==> config.mk <==
export PLATFORM = sky130hd
export DESIGN_NAME = prog_loader
export DESIGN_NICKNAME = d
export VERILOG_FILES = /design/src/rtl/loader_pkg.sv /design/src/rtl/prog_loader.sv
export SDC_FILE = /design/constraint.sdc
export NUM_CORES = 1
export LEC_CHECK = 0
export ABC_CLOCK_PERIOD_IN_PS = 2100
export CORE_ASPECT_RATIO = 0.9
export CORE_UTILIZATION = 57
export CTS_BUF_LIST = sky130_fd_sc_hd__clkbuf_4 sky130_fd_sc_hd__clkbuf_8
export DETAILED_ROUTE_END_ITERATION = 8
export PLACE_DENSITY = 0.82
export SYNTH_ARGS = -nofsm -noshare
export SYNTH_HDL_FRONTEND = slang
export SYNTH_SLANG_ARGS = --single-unit
==> constraint.sdc <==
create_clock -name clk -period 2.1 [get_ports clk]
set_clock_uncertainty 0.15 [all_clocks]
set_input_delay 0.42 -clock clk [delete_from_list [all_inputs] [get_ports clk]]
set_output_delay 0.42 -clock clk [all_outputs]
set_load 0.02 [all_outputs]
==> src/rtl/loader_pkg.sv <==
`default_nettype none
// ============================================================================
// Module      : loader_pkg
// Description : Shared definitions for the boot-time program loader:
//               loader FSM state encoding, instruction-memory geometry
//               and the default frame start marker.
// Revision    : 1.0 - initial release
// ============================================================================
package loader_pkg;

    // Instruction-memory geometry (word address width, word width)
    localparam int          LOADER_ADDR_W = 10;
    localparam int          WORD_W        = 16;

    // Default frame start marker
    localparam logic [7:0]  SYNC_BYTE_DEF = 8'hA5;

    typedef enum logic [3:0] {
        S_IDLE    = 4'd0,
        S_SYNC    = 4'd1,
        S_CNT_HI  = 4'd2,
        S_CNT_LO  = 4'd3,
        S_DATA_HI = 4'd4,
        S_DATA_LO = 4'd5,
        S_CHECK   = 4'd6,
        S_DONE    = 4'd7,
        S_ERR     = 4'd8
    } loader_state_t;

endpackage : loader_pkg
`default_nettype wire

==> src/rtl/prog_loader.sv <==
`default_nettype none
// ============================================================================
// Module      : prog_loader
// Description : Boot-time program loader. Receives a framed image over a
//               byte valid/ready stream (SYNC, CNT_HI, CNT_LO, N big-endian
//               words, XOR checksum), writes each word to consecutive
//               instruction-memory addresses from 0, and keeps the CPU in
//               reset until a complete, checksum-correct image is loaded.
// Ports       : clk, rst_n          - clock, async active-low reset
//               start               - begin a load (IDLE/DONE/ERR only)
//               rx_valid/rx_data    - incoming byte stream
//               rx_ready            - byte accepted when valid && ready
//               wr_en/wr_addr/wr_data - registered memory write port
//               cpu_hold            - CPU held in reset while high
//               busy/done/err       - load status (done/err sticky)
// Revision    : 1.0 - initial release
// ============================================================================
module prog_loader
    import loader_pkg::*;
#(
    parameter int          ADDR_W    = LOADER_ADDR_W,
    parameter logic [7:0]  SYNC_BYTE = SYNC_BYTE_DEF
) (
    input  logic               clk,
    input  logic               rst_n,
    input  logic               start,
    input  logic               rx_valid,
    input  logic [7:0]         rx_data,
    output logic               rx_ready,
    output logic               wr_en,
    output logic [ADDR_W-1:0]  wr_addr,
    output logic [WORD_W-1:0]  wr_data,
    output logic               cpu_hold,
    output logic               busy,
    output logic               done,
    output logic               err
);

    loader_state_t       r_state;
    loader_state_t       w_state_next;

    logic                w_busy;
    logic                w_acc;
    logic                w_last;
    logic                w_start_ok;
    logic [ADDR_W-1:0]   w_last_idx;

    logic [ADDR_W-1:0]   r_addr;     // address of the next word to write
    logic [ADDR_W-1:0]   r_cnt;      // word count; 0 encodes 2^ADDR_W
    logic [1:0]          r_cnt_hi;
    logic [7:0]          r_hi;
    logic [7:0]          r_xor;

    assign w_acc      = rx_valid && w_busy;
    assign rx_ready   = w_busy;
    assign busy       = w_busy;
    assign w_start_ok = start && ((r_state == S_IDLE) || (r_state == S_DONE) ||
                                  (r_state == S_ERR));

    // Index of the final word. Modular subtraction maps count 0 to the
    // all-ones address, so a full-memory image needs no special case.
    assign w_last_idx = r_cnt - ADDR_W'(1);
    assign w_last     = (r_addr == w_last_idx);

    // ------------------------------------------------------------------
    // State register
    // ------------------------------------------------------------------
    always_ff @(posedge clk or negedge rst_n) begin
        if (!rst_n) begin
            r_state <= S_IDLE;
        end else begin
            r_state <= w_state_next;
        end
    end

    // ------------------------------------------------------------------
    // Next-state logic
    // ------------------------------------------------------------------
    always_comb begin
        w_state_next = r_state;
        w_busy       = 1'b0;
        case (r_state)
            S_IDLE, S_DONE, S_ERR: begin
                if (start) w_state_next = S_SYNC;
            end
            S_SYNC: begin
                w_busy = 1'b1;
                // Anything other than the marker is line noise; drop it.
                if (rx_valid && (rx_data == SYNC_BYTE)) w_state_next = S_CNT_HI;
            end
            S_CNT_HI: begin
                w_busy = 1'b1;
                if (rx_valid) begin
                    w_state_next = (rx_data[7:2] != 6'd0) ? S_ERR : S_CNT_LO;
                end
            end
            S_CNT_LO: begin
                w_busy = 1'b1;
                if (rx_valid) w_state_next = S_DATA_HI;
            end
            S_DATA_HI: begin
                w_busy = 1'b1;
                if (rx_valid) w_state_next = S_DATA_LO;
            end
            S_DATA_LO: begin
                w_busy = 1'b1;
                if (rx_valid) w_state_next = w_last ? S_CHECK : S_DATA_HI;
            end
            S_CHECK: begin
                w_busy = 1'b1;
                if (rx_valid) w_state_next = (rx_data == r_xor) ? S_DONE : S_ERR;
            end
            default: begin
                w_state_next = S_IDLE;
            end
        endcase
    end

    // ------------------------------------------------------------------
    // Datapath, write port and status flags
    // ------------------------------------------------------------------
    always_ff @(posedge clk or negedge rst_n) begin
        if (!rst_n) begin
            r_addr   <= '0;
            r_cnt    <= '0;
            r_cnt_hi <= 2'd0;
            r_hi     <= 8'd0;
            r_xor    <= 8'd0;
            wr_en    <= 1'b0;
            wr_addr  <= '0;
            wr_data  <= '0;
            cpu_hold <= 1'b1;
            done     <= 1'b0;
            err      <= 1'b0;
        end else begin
            wr_en <= 1'b0;
            if (w_start_ok) begin
                r_addr   <= '0;
                r_hi     <= 8'd0;
                r_xor    <= 8'd0;
                done     <= 1'b0;
                err      <= 1'b0;
                cpu_hold <= 1'b1;
            end else if (w_acc) begin
                case (r_state)
                    S_CNT_HI: begin
                        r_cnt_hi <= rx_data[1:0];
                        if (rx_data[7:2] != 6'd0) err <= 1'b1;
                    end
                    S_CNT_LO: begin
                        r_cnt <= ADDR_W'({r_cnt_hi, rx_data});
                    end
                    S_DATA_HI: begin
                        r_hi  <= rx_data;
                        r_xor <= r_xor ^ rx_data;
                    end
                    S_DATA_LO: begin
                        r_xor   <= r_xor ^ rx_data;
                        wr_en   <= 1'b1;
                        wr_addr <= r_addr;
                        wr_data <= {r_hi, rx_data};
                        r_addr  <= r_addr + ADDR_W'(1);
                    end
                    S_CHECK: begin
                        if (rx_data == r_xor) begin
                            done     <= 1'b1;
                            cpu_hold <= 1'b0;
                        end else begin
                            err      <= 1'b1;
                        end
                    end
                    default: begin
                    end
                endcase
            end
        end
    end

endmodule : prog_loader
`default_nettype wire

==> summary.md <==
| Metric | Value |
|---|---|
| Hold_sp | r_cnt_hi[1] |
| Final slew viol count | 0 |
| Routed WL per cell | 17.7 µm |
| FMAX | slightly below 500 MHz |
| Status | completed |
| Diode count | 0 |
| Antenna violations before repair | 0 |
| DRT Pass-1 Iters | 4 |
| Place WS | -0.281 ns |
| R2R Path End | wr_data[0] |
| Gr ovfl total | 0 |
| Sink Count | 72 |
| Tcrit/Tclk final | a little over nine tenths |
| WHS Endpoint | r_cnt[9] |
| Commonest cells after routing, fill and taps aside | dfrtp_1, clkdlybuf4s50_1, mux2_2, buf_4, nor2_1 |
| PwrDens | 1460 nW/µm² |
| Residual DRC | 0 |
| Global-route wire length before repair | 13600 µm |
| Number of flops mapped to enable cells by yosys | 0 |
| Worst setup EP type | flop |
| Detailed placement HPWL | 5550 µm |
| Gpl congestion | 0.878 |
| Ports | between 40 and 50 |
| Clk slew on worst S/H paths | around 0.07 ns |
| Starting density of the core | 60.9% |
| Detail Route Antenna Nets | 0 |
| Slack of the worst reg-to-reg path | 0.19 ns |
| Core ar. | 5820 µm² |
| Warnings, synthesis | 0 |
| Count of cell types in the netlist | 61 |
| Largest net degree at the start of global routing | 73 |
| Port bufs | 43 |
| Die area | 6550 µm² |
| Post-route worst setup slack | ~0.039 ns |
| Vias in the first global route | 2737 |
| Clk Latency, worst-skew pair | 0.35 ns |
| Syn Nets | 321 |
| Setup crit start kind | primary input |
| FF-to-FF Start | r_state[1] |
| Crit path kind | primary input to flop |
| Crit path time final | 2.06 ns |
| Cell taking the most area after synthesis | dfrtp_1 |
| Slew margin rel. | 71.8% |
| Most common cell after layout, fill and taps aside | dfrtp_1 |
| Post-synthesis sequential area ratio | between 50 and 60% |
| Syn Inst Count | just over 300 |
| Final net count | about 400 |
| Fill count | 343 |
| Setup_tns | 0 ns |
| Fin. Hold Viols | 0 |
| RSZ-0062 raised after global routing | true |
| Via Count | 2643 |
| Hold path depth | 2 |
| Peak supply drop | 1.12 mV |
| Post-CTS Setup Inserts | 0 |
| Multi-input gate area | roughly 1700 µm² |
| Vias per cell | 5.78 |
| Layout cells sized above 1 | 27.9% |
| MaxCap Viol Count | 0 |
| HP Class | flop to flop |
| CTS H-tree depth | 3 |
| Total power | 0.00657 W |
| First DRT Iteration DRCs | 143 |
| Root Driver | clkbuf_8 |
| Layout area overhead | 26.9% |
| Total track usage | between 20% and 30% |
| Final setup viols | 0 |
| Drt total wl | 8080 µm |
| # rows | 26 |
| Critical Path Fanout Max | 3 |
| R2R depth | 5 |
| FF+latch count, synth | 72 |
| Reg area | 1800 µm² |
| CTS tree | yes |
| Syn Area/Cell | 11.6 µm² |
| Crit path DAT | between 2 and 2.5 ns |
| Worst-case clock buffer depth | 2 |
| Die W | 85.2 µm |
| Share of the synthesized area in the top cell type | 50.1% |
| Ranking of synthesized cells by area | dfrtp_1, mux2_2, xnor2_1 |
| Worst EP required | approximately 2.2 ns |
| CTS buffer count | 9 |
| Ys flop type | dfrtp_1 |
| Syn Std Cell Area | 3550 µm² |
| Worst-margin pin slew | 0.419 ns |
| Static Leak | approximately 2.0 nW |
| Post-synth ARST share | 100% |
| Die Y-Extent | 76.9 µm |
## synthesized netlist by cell type, types with 2 or more instances
cell	instances
or2_1	2
and2b_1	2
o31ai_1	2
mux2i_1	9
a221oi_1	2
nand3_1	8
and3_1	2
xor2_1	15
nor2_1	28
nand2b_1	2
xnor2_1	18
inv_1	8
ha_1	2
mux2_2	38
a21oi_1	2
nor3b_1	3
nand4_1	4
nor3_1	4
o41ai_1	2
nor2b_1	2
buf_2	9
nand2_1	25
o21ai_1	2
and2_1	2
nor4_1	3
dfrtp_1	71
o21ai_0	6
## flip-flops by register name, summed over array words and instances, names as in the netlist
name / cells
wr_data: 16
err: 1
wr_addr: 10
cpu_hold: 1
r_cnt: 10
done: 1
r_xor: 8
wr_en: 1
r_state: 4
r_hi: 8
r_cnt_hi: 2
r_addr: 10
## stage by stage
stage	cells	util, %	area [µm²]	hold slack, ns
detailed placement	441	73.7	4290	0.315
CTS	457	77.0	4480	0.336
finish	457	77.3	4500	0.338
global placement	441	73.7	4290	0.303
floorplan	307	-	3550	-0.0256
global route	457	77.3	4500	0.369
## kinds of logic (layout without fill, tap and decap cells)
kind of cell             after synthesis  after routing  share of synthesized area (%)
XOR/XNOR                              33             33                           8.15
multiplexers                          47             47                           14.6
adder cells (fa/ha/maj)                2              2                          0.705
AND/OR/NAND/NOR                      104            104                           16.6
flip-flops                            72             72                           50.8
buffers and inverters                 21            101                           2.89
AO/OA/AOI/OAI                         28             28                           6.28
## worst max path at each step
stage               start         end  slack, ns  cells past startpoint
2_1_floorplan  r_state[0]    rx_ready       0.32                      3
5_1_grt        rx_data[3]  r_state[3]      -0.02                      6
6_report       rx_data[3]  r_state[3]       0.04                      6
3_3_place_gp   rx_data[2]  r_state[3]      -0.22                      6
4_1_cts        r_state[2]    rx_ready       0.04                      3
3_5_place_dp   rx_data[4]  r_state[0]      -0.28                      6
## where the power goes
part | total [W] | switching, W | internal (W)
clock | 0.00107 | 0.000519 | 0.000555
combinational | 0.00316 | 0.00158 | 0.00158
sequential | 0.00234 | 0.000427 | 0.00191
## what timing repair did
item / 4_1_cts / 5_1_grt
pin swaps: 0 / 2
resized for setup: 8 / 5
hold buffers: 1 / 0
setup endpoints to repair: 2 / 2
endpoints found under the hold margin: 71 / 0
## routing by layer
layer / up-vias / track usage [%] / wire length [µm]
met5: - / 0 / 0
met4: 0 / 9.15 / 183
met3: 22 / 7.00 / 384
met2: 79 / 45.1 / 3960
met1: 1316 / 35.4 / 3550
li1: 1226 / - / -
## cell type report
class / count / area share (%)
flip-flops and latches: 72 / 40.0
clock buffers: 10 / 2.92
clock inverters: 5 / 1.31
multi-input cells: 214 / 36.8
repair buffers: 78 / 16.3
inverters: 8 / 0.667
well taps: 70 / 1.94
## critical path, cell delays in order
cell             delay (ns)
clkdlybuf4s50_1        0.49
xnor2_1                0.24
nand4_1                0.16
or2_1                  0.28
mux2_2                 0.29
a32o_1                 0.25
Note: power is estimated with default switching activity, not from simulation.
